`src/rtl/i2c_pkg.sv`:
```
// Shared constants for the I2C target: FSM encodings, ACK polarity, idle byte.
package i2c_pkg;

  localparam logic [2:0] ST_IDLE      = 3'd0;
  localparam logic [2:0] ST_ADDR      = 3'd1;
  localparam logic [2:0] ST_ADDR_ACK  = 3'd2;
  localparam logic [2:0] ST_WR_BYTE   = 3'd3;
  localparam logic [2:0] ST_WR_ACK    = 3'd4;
  localparam logic [2:0] ST_RD_BYTE   = 3'd5;
  localparam logic [2:0] ST_RD_ACK    = 3'd6;
  localparam logic [2:0] ST_WAIT_STOP = 3'd7;

  localparam logic ACK  = 1'b0;
  localparam logic NACK = 1'b1;

  localparam logic [7:0]  IDLE_BYTE     = 8'hFF;
  localparam int unsigned BITS_PER_BYTE = 8;

  // True when the bit counter is on the final bit of a byte.
  function automatic logic last_bit(input logic [2:0] cnt);
    return cnt == 3'(BITS_PER_BYTE - 1);
  endfunction

endpackage

```
`src/rtl/i2c_slave_teddy_if.sv`:
```
// Pin and byte-stream bundle between the I2C target and its surroundings.
interface i2c_slave_teddy_if;
  logic       scl_i;
  logic       sda_i;
  logic       sda_oen;
  logic [7:0] out_data;
  logic       out_ena;
  logic       out_first;
  logic       out_full;
  logic [7:0] in_data;
  logic       in_empty;
  logic       rd_req;
  logic       busy;

  modport slave (
    input  scl_i, sda_i, out_full, in_data, in_empty,
    output sda_oen, out_data, out_ena, out_first, rd_req, busy
  );

  modport master (
    output scl_i, sda_i, out_full, in_data, in_empty,
    input  sda_oen, out_data, out_ena, out_first, rd_req, busy
  );
endinterface

```
`src/rtl/i2c_line_filter.sv`:
```
// Synchroniser plus glitch filter for one I2C line, with registered edge pulses.
module i2c_line_filter #(
  parameter int unsigned SYNC_STAGES = 2,
  parameter int unsigned FILT_LEN    = 3
) (
  input  logic clk,
  input  logic n_rst,
  input  logic pin_i,
  output logic filt_o,
  output logic rise_o,
  output logic fall_o
);

  localparam int unsigned CW = $clog2(FILT_LEN + 1);

  logic [SYNC_STAGES-1:0] sync_q, sync_d;
  logic [CW-1:0]          cnt_q, cnt_d;
  logic                   filt_q, filt_d;
  logic                   rise_q, rise_d;
  logic                   fall_q, fall_d;

  // Shift the pin through the synchroniser; flip the filtered level only after
  // FILT_LEN consecutive samples disagree with it.
  always_comb begin
    sync_d = (sync_q << 1) | SYNC_STAGES'(pin_i);
    filt_d = filt_q;
    cnt_d  = '0;
    rise_d = 1'b0;
    fall_d = 1'b0;
    if (sync_q[SYNC_STAGES-1] != filt_q) begin
      if (cnt_q == CW'(FILT_LEN - 1)) begin
        filt_d = ~filt_q;
        rise_d = ~filt_q;
        fall_d = filt_q;
      end else begin
        cnt_d = cnt_q + CW'(1);
      end
    end
  end

  // Line state registers; idle bus level is high.
  always_ff @(posedge clk) begin
    if (!n_rst) begin
      sync_q <= '1;
      cnt_q  <= '0;
      filt_q <= 1'b1;
      rise_q <= 1'b0;
      fall_q <= 1'b0;
    end else begin
      sync_q <= sync_d;
      cnt_q  <= cnt_d;
      filt_q <= filt_d;
      rise_q <= rise_d;
      fall_q <= fall_d;
    end
  end

  assign filt_o = filt_q;
  assign rise_o = rise_q;
  assign fall_o = fall_q;

endmodule

```
`src/rtl/i2c_slave_teddy.sv`:
```
// Byte-level I2C target: one 7-bit address, write bytes streamed out, read
// bytes pulled from a 1-cycle-latency FIFO. No clock stretching.
module i2c_slave_teddy
  import i2c_pkg::*;
#(
  parameter int unsigned SYNC_STAGES = 2,
  parameter int unsigned FILT_LEN    = 3
) (
  input  logic                clk,
  input  logic                n_rst,
  input  logic [6:0]          dev_addr,
  i2c_slave_teddy_if.slave    bus
);

  logic scl_f, scl_rise, scl_fall;
  logic sda_f, sda_rise, sda_fall;

  i2c_line_filter #(.SYNC_STAGES(SYNC_STAGES), .FILT_LEN(FILT_LEN)) u_scl_filt (
    .clk(clk), .n_rst(n_rst), .pin_i(bus.scl_i),
    .filt_o(scl_f), .rise_o(scl_rise), .fall_o(scl_fall)
  );

  i2c_line_filter #(.SYNC_STAGES(SYNC_STAGES), .FILT_LEN(FILT_LEN)) u_sda_filt (
    .clk(clk), .n_rst(n_rst), .pin_i(bus.sda_i),
    .filt_o(sda_f), .rise_o(sda_rise), .fall_o(sda_fall)
  );

  logic       start, stop;
  logic [7:0] rx_next;

  logic [2:0] state_q, state_d;
  logic [2:0] bit_cnt_q, bit_cnt_d;
  logic [7:0] rx_q, rx_d;
  logic [7:0] tx_q, tx_d;
  logic       r_nw_q, r_nw_d;
  logic       first_q, first_d;
  logic       accepted_q, accepted_d;
  logic       byte_done_q, byte_done_d;
  logic       ld_q, ld_d;
  logic       sda_oen_q, sda_oen_d;
  logic [7:0] out_data_q, out_data_d;
  logic       out_ena_q, out_ena_d;
  logic       out_first_q, out_first_d;
  logic       rd_req_q, rd_req_d;
  logic       busy_q, busy_d;

  assign start   = sda_fall & scl_f;
  assign stop    = sda_rise & scl_f;
  assign rx_next = {rx_q[6:0], sda_f};

  // Protocol FSM: bit shifting on filtered SCL edges, START/STOP override last.
  always_comb begin
    state_d     = state_q;
    bit_cnt_d   = bit_cnt_q;
    rx_d        = rx_q;
    tx_d        = tx_q;
    r_nw_d      = r_nw_q;
    first_d     = first_q;
    accepted_d  = accepted_q;
    byte_done_d = byte_done_q;
    sda_oen_d   = sda_oen_q;
    out_data_d  = out_data_q;
    busy_d      = busy_q;
    out_ena_d   = 1'b0;
    out_first_d = 1'b0;
    rd_req_d    = 1'b0;
    // FIFO q is valid the cycle after the pop request is seen.
    ld_d        = rd_req_q;
    if (ld_q) tx_d = bus.in_data;

    case (state_q)
      ST_ADDR: begin
        if (scl_rise) begin
          rx_d      = rx_next;
          bit_cnt_d = bit_cnt_q + 3'd1;
          if (last_bit(bit_cnt_q)) begin
            r_nw_d  = sda_f;
            state_d = (rx_q[6:0] == dev_addr) ? ST_ADDR_ACK : ST_WAIT_STOP;
          end
        end
      end
      ST_ADDR_ACK: begin
        // sda_oen still low means this fall is the one ending the address byte.
        if (scl_rise && r_nw_q) begin
          if (bus.in_empty) tx_d = IDLE_BYTE;
          else              rd_req_d = 1'b1;
        end
        if (scl_fall) begin
          if (!sda_oen_q) begin
            sda_oen_d = 1'b1;
          end else begin
            bit_cnt_d = '0;
            if (r_nw_q) begin
              sda_oen_d = ~tx_q[7];
              state_d   = ST_RD_BYTE;
            end else begin
              sda_oen_d = 1'b0;
              state_d   = ST_WR_BYTE;
            end
          end
        end
      end
      ST_WR_BYTE: begin
        if (scl_rise) begin
          rx_d      = rx_next;
          bit_cnt_d = bit_cnt_q + 3'd1;
          if (last_bit(bit_cnt_q)) begin
            byte_done_d = 1'b1;
            first_d     = 1'b0;
            accepted_d  = ~bus.out_full;
            if (!bus.out_full) begin
              out_data_d  = rx_next;
              out_ena_d   = 1'b1;
              out_first_d = first_q;
            end
          end
        end
        if (scl_fall && byte_done_q) begin
          byte_done_d = 1'b0;
          sda_oen_d   = accepted_q;
          state_d     = ST_WR_ACK;
        end
      end
      ST_WR_ACK: begin
        if (scl_fall) begin
          sda_oen_d = 1'b0;
          state_d   = ST_WR_BYTE;
        end
      end
      ST_RD_BYTE: begin
        if (scl_fall) begin
          bit_cnt_d = bit_cnt_q + 3'd1;
          if (last_bit(bit_cnt_q)) begin
            sda_oen_d = 1'b0;
            state_d   = ST_RD_ACK;
          end else begin
            tx_d      = {tx_q[6:0], 1'b0};
            sda_oen_d = ~tx_q[6];
          end
        end
      end
      ST_RD_ACK: begin
        if (scl_rise) begin
          if (sda_f == ACK) begin
            if (bus.in_empty) tx_d = IDLE_BYTE;
            else              rd_req_d = 1'b1;
          end else begin
            state_d = ST_WAIT_STOP;
          end
        end
        if (scl_fall) begin
          bit_cnt_d = '0;
          sda_oen_d = ~tx_q[7];
          state_d   = ST_RD_BYTE;
        end
      end
      default: ;
    endcase

    if (start) begin
      state_d     = ST_ADDR;
      bit_cnt_d   = '0;
      sda_oen_d   = 1'b0;
      busy_d      = 1'b1;
      first_d     = 1'b1;
      byte_done_d = 1'b0;
    end else if (stop) begin
      state_d   = ST_IDLE;
      sda_oen_d = 1'b0;
      busy_d    = 1'b0;
    end
  end

  // State registers; reset cancels any pending pop, load or output strobe.
  always_ff @(posedge clk) begin
    if (!n_rst) begin
      state_q     <= ST_IDLE;
      bit_cnt_q   <= '0;
      rx_q        <= '0;
      tx_q        <= '0;
      r_nw_q      <= 1'b0;
      first_q     <= 1'b0;
      accepted_q  <= 1'b0;
      byte_done_q <= 1'b0;
      ld_q        <= 1'b0;
      sda_oen_q   <= 1'b0;
      out_data_q  <= '0;
      out_ena_q   <= 1'b0;
      out_first_q <= 1'b0;
      rd_req_q    <= 1'b0;
      busy_q      <= 1'b0;
    end else begin
      state_q     <= state_d;
      bit_cnt_q   <= bit_cnt_d;
      rx_q        <= rx_d;
      tx_q        <= tx_d;
      r_nw_q      <= r_nw_d;
      first_q     <= first_d;
      accepted_q  <= accepted_d;
      byte_done_q <= byte_done_d;
      ld_q        <= ld_d;
      sda_oen_q   <= sda_oen_d;
      out_data_q  <= out_data_d;
      out_ena_q   <= out_ena_d;
      out_first_q <= out_first_d;
      rd_req_q    <= rd_req_d;
      busy_q      <= busy_d;
    end
  end

  assign bus.sda_oen   = sda_oen_q;
  assign bus.out_data  = out_data_q;
  assign bus.out_ena   = out_ena_q;
  assign bus.out_first = out_first_q;
  assign bus.rd_req    = rd_req_q;
  assign bus.busy      = busy_q;

endmodule
```
`src/flat_wrapper.sv`:
```
// flat-port wrapper written by rule: the top's interface ports become plain ports
module i2c_slave_teddy_flat import i2c_pkg::*;
#(
  parameter int unsigned SYNC_STAGES = 2,
  parameter int unsigned FILT_LEN    = 3
)
  (clk, n_rst, dev_addr, bus_scl_i, bus_sda_i, bus_out_full, bus_in_data, bus_in_empty, bus_sda_oen, bus_out_data, bus_out_ena, bus_out_first, bus_rd_req, bus_busy);
  i2c_slave_teddy_if bus_i ();
  input  logic clk;
  input  logic n_rst;
  input  logic [6:0] dev_addr;
  input wire logic [$bits(bus_i.scl_i)-1:0] bus_scl_i;
  input wire logic [$bits(bus_i.sda_i)-1:0] bus_sda_i;
  input wire logic [$bits(bus_i.out_full)-1:0] bus_out_full;
  input wire logic [$bits(bus_i.in_data)-1:0] bus_in_data;
  input wire logic [$bits(bus_i.in_empty)-1:0] bus_in_empty;
  output wire logic [$bits(bus_i.sda_oen)-1:0] bus_sda_oen;
  output wire logic [$bits(bus_i.out_data)-1:0] bus_out_data;
  output wire logic [$bits(bus_i.out_ena)-1:0] bus_out_ena;
  output wire logic [$bits(bus_i.out_first)-1:0] bus_out_first;
  output wire logic [$bits(bus_i.rd_req)-1:0] bus_rd_req;
  output wire logic [$bits(bus_i.busy)-1:0] bus_busy;
  assign bus_i.scl_i = bus_scl_i;
  assign bus_i.sda_i = bus_sda_i;
  assign bus_i.out_full = bus_out_full;
  assign bus_i.in_data = bus_in_data;
  assign bus_i.in_empty = bus_in_empty;
  assign bus_sda_oen = bus_i.sda_oen;
  assign bus_out_data = bus_i.out_data;
  assign bus_out_ena = bus_i.out_ena;
  assign bus_out_first = bus_i.out_first;
  assign bus_rd_req = bus_i.rd_req;
  assign bus_busy = bus_i.busy;
  i2c_slave_teddy #(.SYNC_STAGES(SYNC_STAGES), .FILT_LEN(FILT_LEN)) u_core (.clk(clk), .n_rst(n_rst), .dev_addr(dev_addr), .bus(bus_i));
endmodule
```
`config.mk`:
```
export PLATFORM = sky130hd
export DESIGN_NAME = i2c_slave_teddy_flat
export DESIGN_NICKNAME = d
export VERILOG_FILES = /design/src/rtl/i2c_pkg.sv /design/src/rtl/i2c_slave_teddy_if.sv /design/src/rtl/i2c_line_filter.sv /design/src/rtl/i2c_slave_teddy.sv /design/src/flat_wrapper.sv
export SDC_FILE = /design/constraint.sdc
export NUM_CORES = 1
export LEC_CHECK = 0
export ABC_AREA = 1
export BUFFER_PORTS_ARGS = -buffer_cell sky130_fd_sc_hd__buf_4
export CAP_MARGIN = 20
export CORE_ASPECT_RATIO = 1.1
export CORE_MARGIN = 3
export CORE_UTILIZATION = 56
export CTS_CLUSTER_DIAMETER = 50
export CTS_CLUSTER_SIZE = 28
export DETAILED_ROUTE_END_ITERATION = 8
export GPL_TIMING_DRIVEN = 0
export PLACE_DENSITY = 0.78
export SLEW_MARGIN = 40
export SYNTH_ARGS = -nofsm -noshare
export SYNTH_HDL_FRONTEND = slang
export SYNTH_SLANG_ARGS = --single-unit
```
`constraint.sdc`:
```
create_clock -name clk -period 1.72 [get_ports clk]
set_input_delay 0.344 -clock clk [delete_from_list [all_inputs] [get_ports clk]]
set_output_delay 0.344 -clock clk [all_outputs]
set_load 0.03 [all_outputs]
```
==> impl_metrics.yaml <==
floorplan:
  die_y_um: 74.5
  dieWidth_um: 68.3
  dieArea_um2: 5090
  coreArea_um2: 4020
  start_util: 0.594
  rows: 24
  ios: 34
drt:
  wl_met3_um: 252
  drt_iter0_drc: 217
  drt-wirelength-per-cell_um: 12.4
  met1Wirelength_mm: 2.35
  drcViolationCount: 0
  postRouteAntennaNets: 0
  firstDrtPassIters: 5
  wl_mm: 5.03
  vias: 2119
  routed.top_layer: "met4"
  avgViaCountPerCell: 5.22
  route.met2.wl_mm: 2.35
sta:
  hold_viol: 0
  post-route-min-period_ns: 1.65
  setup_slack_ns: 0.0741
  fmax_ghz: 0.608
  tightest_slew_ns: 0.544
  finalCritPeriodShare: 0.957
  finalSetupViolations: 0
  rsz0062_at_grt: "yes"
  fin_skew_ns: 0.00401
  relSlewSlack: 0.637
  slew_viol_final: 0
synthesis:
  synth_area_um2: 2390
  synthMuxAreaShare: 0.0293
  synth_compound_area_frac: 0.182
  synth_ff_type: "dfxtp_1"
  syn_area_per_cell_um2: 7.68
  yosys-top-cells-area: "dfxtp_1, nand2_1, a21oi_1, inv_1, o21ai_0"
  synth_edf_count: 0
  synth_top_area_share: 0.444
  ys_async_sr_fraction: 0
  yosys_register_bits: 53
  ys_types: 37
  synthXorXnorAreaFrac: 0.00733
  syn_inst: 311
  yosys.area_share.adder: 0.0262
  yosysWarningCount: 0
  synth.net_count: 337
  yosys.area_share.simple: 0.219
  synth_top_family_by_area: "simple AND/OR/NAND/NOR gates"
  yosysSeqAreaShare: 0.444
  yosysTopAreaCell: "dfxtp_1"
global_route:
  overflow: 0
  antenna_found_initial: 0
  grt_pass1_vias: 1820
  grt_usage: 0.211
  grt_max_degree: 20
  grt_pass1_wl_mm: 8.17
clock_tree:
  cts_num_sinks: 53
  cts_tree: "built"
  clockBufferDepth: 2
  clk_latency_ns: 0.30
  path_clk_slew_ns: 0.10
  numCtsBuffers: 5
  h-tree-depth: 2
  root_buffer: "clkbuf_8"
  holdBufCountCts: 0
layout:
  fin_util: 0.702
  diodes: 0
  syn2layout_area_growth_pct: 18.3
  fillers: 358
  drive_gt1_frac: 0.209
  nets: 379
  mostFrequentLayoutCells: "nand2_1, dfxtp_1, a21oi_1"
worst_setup_path:
  worstSetupStartpoint: "u_core.state_q[0]"
  end_kind: "flop"
  worst_path_most_repeated_cell: "nand2_1"
  crit_chain: "inv_2, nand2_2, nor2_2, nand2_1, nand2_1, nor2_1, nand3_2, nor2_1, nand2_1, a21oi_1"
  cp_max_fo: 6
  r2r-start: "u_core.state_q[0]"
  max_stage_delay_ns: 0.45
  required_ns: 1.96
  crit_path_top_delay_cell: "dfxtp_1"
  startpoint_type: "flop"
  path_class: "reg2reg"
  cp.arrival_ns: 1.88
place:
  place_hpwl_mm: 3.82
  place.gp.congestion: 0.986
  numPortBuffers: 33
  pre_cts_slack_ns: 0.0211
power:
  irDropWorstVdd_v: 0.000526
  combPwrFrac: 0.259
  p_leak_nw: 1.28
  powerDensity_nw_per_um2: 985
  swShare: 0.340
  p_switching_mw: 0.946
  power_frac_seq: 0.474
  p_int_mw: 1.84
  p_clk_frac: 0.267
flow_run:
  maxCapViolCount: 0
hold_path:
  hold_start: "bus_in_empty"
  hp-class: "in2reg"
status:
  status: "finished clean"
kinds of logic after synthesis:
group / count (synthesis)
flops: 53
compound gates: 81
fa+ha+maj: 5
xor+xnor: 2
mux: 7
buf+inv: 52
simple gates: 111
critical path, delay by kind of cell (launching register included):
kind	cells	cell delay [ns]
AOI/OAI and AO/OA	1	0.13
buffers and inverters	1	0.10
DFF	1	0.45
and+or+nand+nor	8	0.91
worst paths after layout:
check	to	slack [ns]	cells past startpoint
setup / recovery	u_core.state_q[0]	0.07	10
hold / removal	u_core.bus.rd_req	0.21	2
setup reg to reg	u_core.state_q[0]	0.07	10
hold reg to reg	u_core.u_sda_filt.cnt_q[0]	0.42	1
flip-flops by register name (all words and copies together), names as in the netlist, 2 cells and up:
| name | count |
|---|---|
| u_core.state_q | 3 |
| u_core.u_scl_filt.sync_q | 2 |
| u_core.u_scl_filt.cnt_q | 2 |
| u_core.bit_cnt_q | 3 |
| u_core.u_sda_filt.cnt_q | 2 |
| u_core.rx_q | 7 |
| u_core.bus.out_data | 8 |
| u_core.u_sda_filt.sync_q | 2 |
| u_core.tx_q | 8 |
synth_stat cells (2+ instances only):
master / instances
a21oi_1: 39
a22oi_1: 2
buf_6: 3
clkbuf_1: 4
dfxtp_1: 53
ha_1: 5
inv_1: 38
inv_2: 5
mux2i_1: 7
nand2_1: 54
nand2_2: 2
nand3_1: 4
nand3_2: 2
nand4_1: 4
nor2_1: 27
nor2_2: 2
nor3_1: 2
nor4_1: 2
o211ai_1: 3
o21ai_0: 27
o21ai_1: 5
or2_2: 4
or4_1: 2
xnor2_1: 2
routing by layer:
| layer | vias to the layer above | GRT usage |
|---|---|---|
| met5 | - | 0 |
| met4 | 0 | 0.0684 |
| met3 | 10 | 0.0423 |
| met2 | 51 | 0.335 |
| met1 | 954 | 0.288 |
| li1 | 1104 | - |
power groups by stage:
stage               Clock, mW  Combinational, mW  Sequential, mW
global route            0.812              0.805            1.33
global placement            0              0.703            1.35
CTS                     0.768              0.704            1.32
detailed placement          0              0.699            1.35
floorplan                   0              0.504            1.36
finish                  0.745              0.720            1.32
per-stage QoR:
step	setup TNS (ns)	cell area, um^2	cells	power (mW)	hold slack [ns]
floorplan	0	2390	311	1.86	0.393
global placement	0	2700	396	2.05	0.394
detailed placement	0	2700	396	2.05	0.401
CTS	0	2800	404	2.79	0.207
global route	-0.0289	2830	406	2.95	0.193
finish	0	2830	406	2.78	0.207
cell type report:
class	instances	area (um^2)	share of cell area
Clock inverter	3	28.8	0.0102
Tap cell	52	65.1	0.0230
Multi-Input combinational cell	206	1120	0.396
Sequential cell	53	1060	0.376
Inverter	43	161	0.0571
Timing Repair Buffer	35	263	0.0930
Clock buffer	5	68.8	0.0243
Buffer	9	57.6	0.0204
repair_timing:
action                                  CTS  global route
endpoints found under the setup margin    0            18
hold endpoints to repair                  0             0
setup buffers                             0             2
gates resized for setup                   0             6
Power figures use the tool's default switching activity.
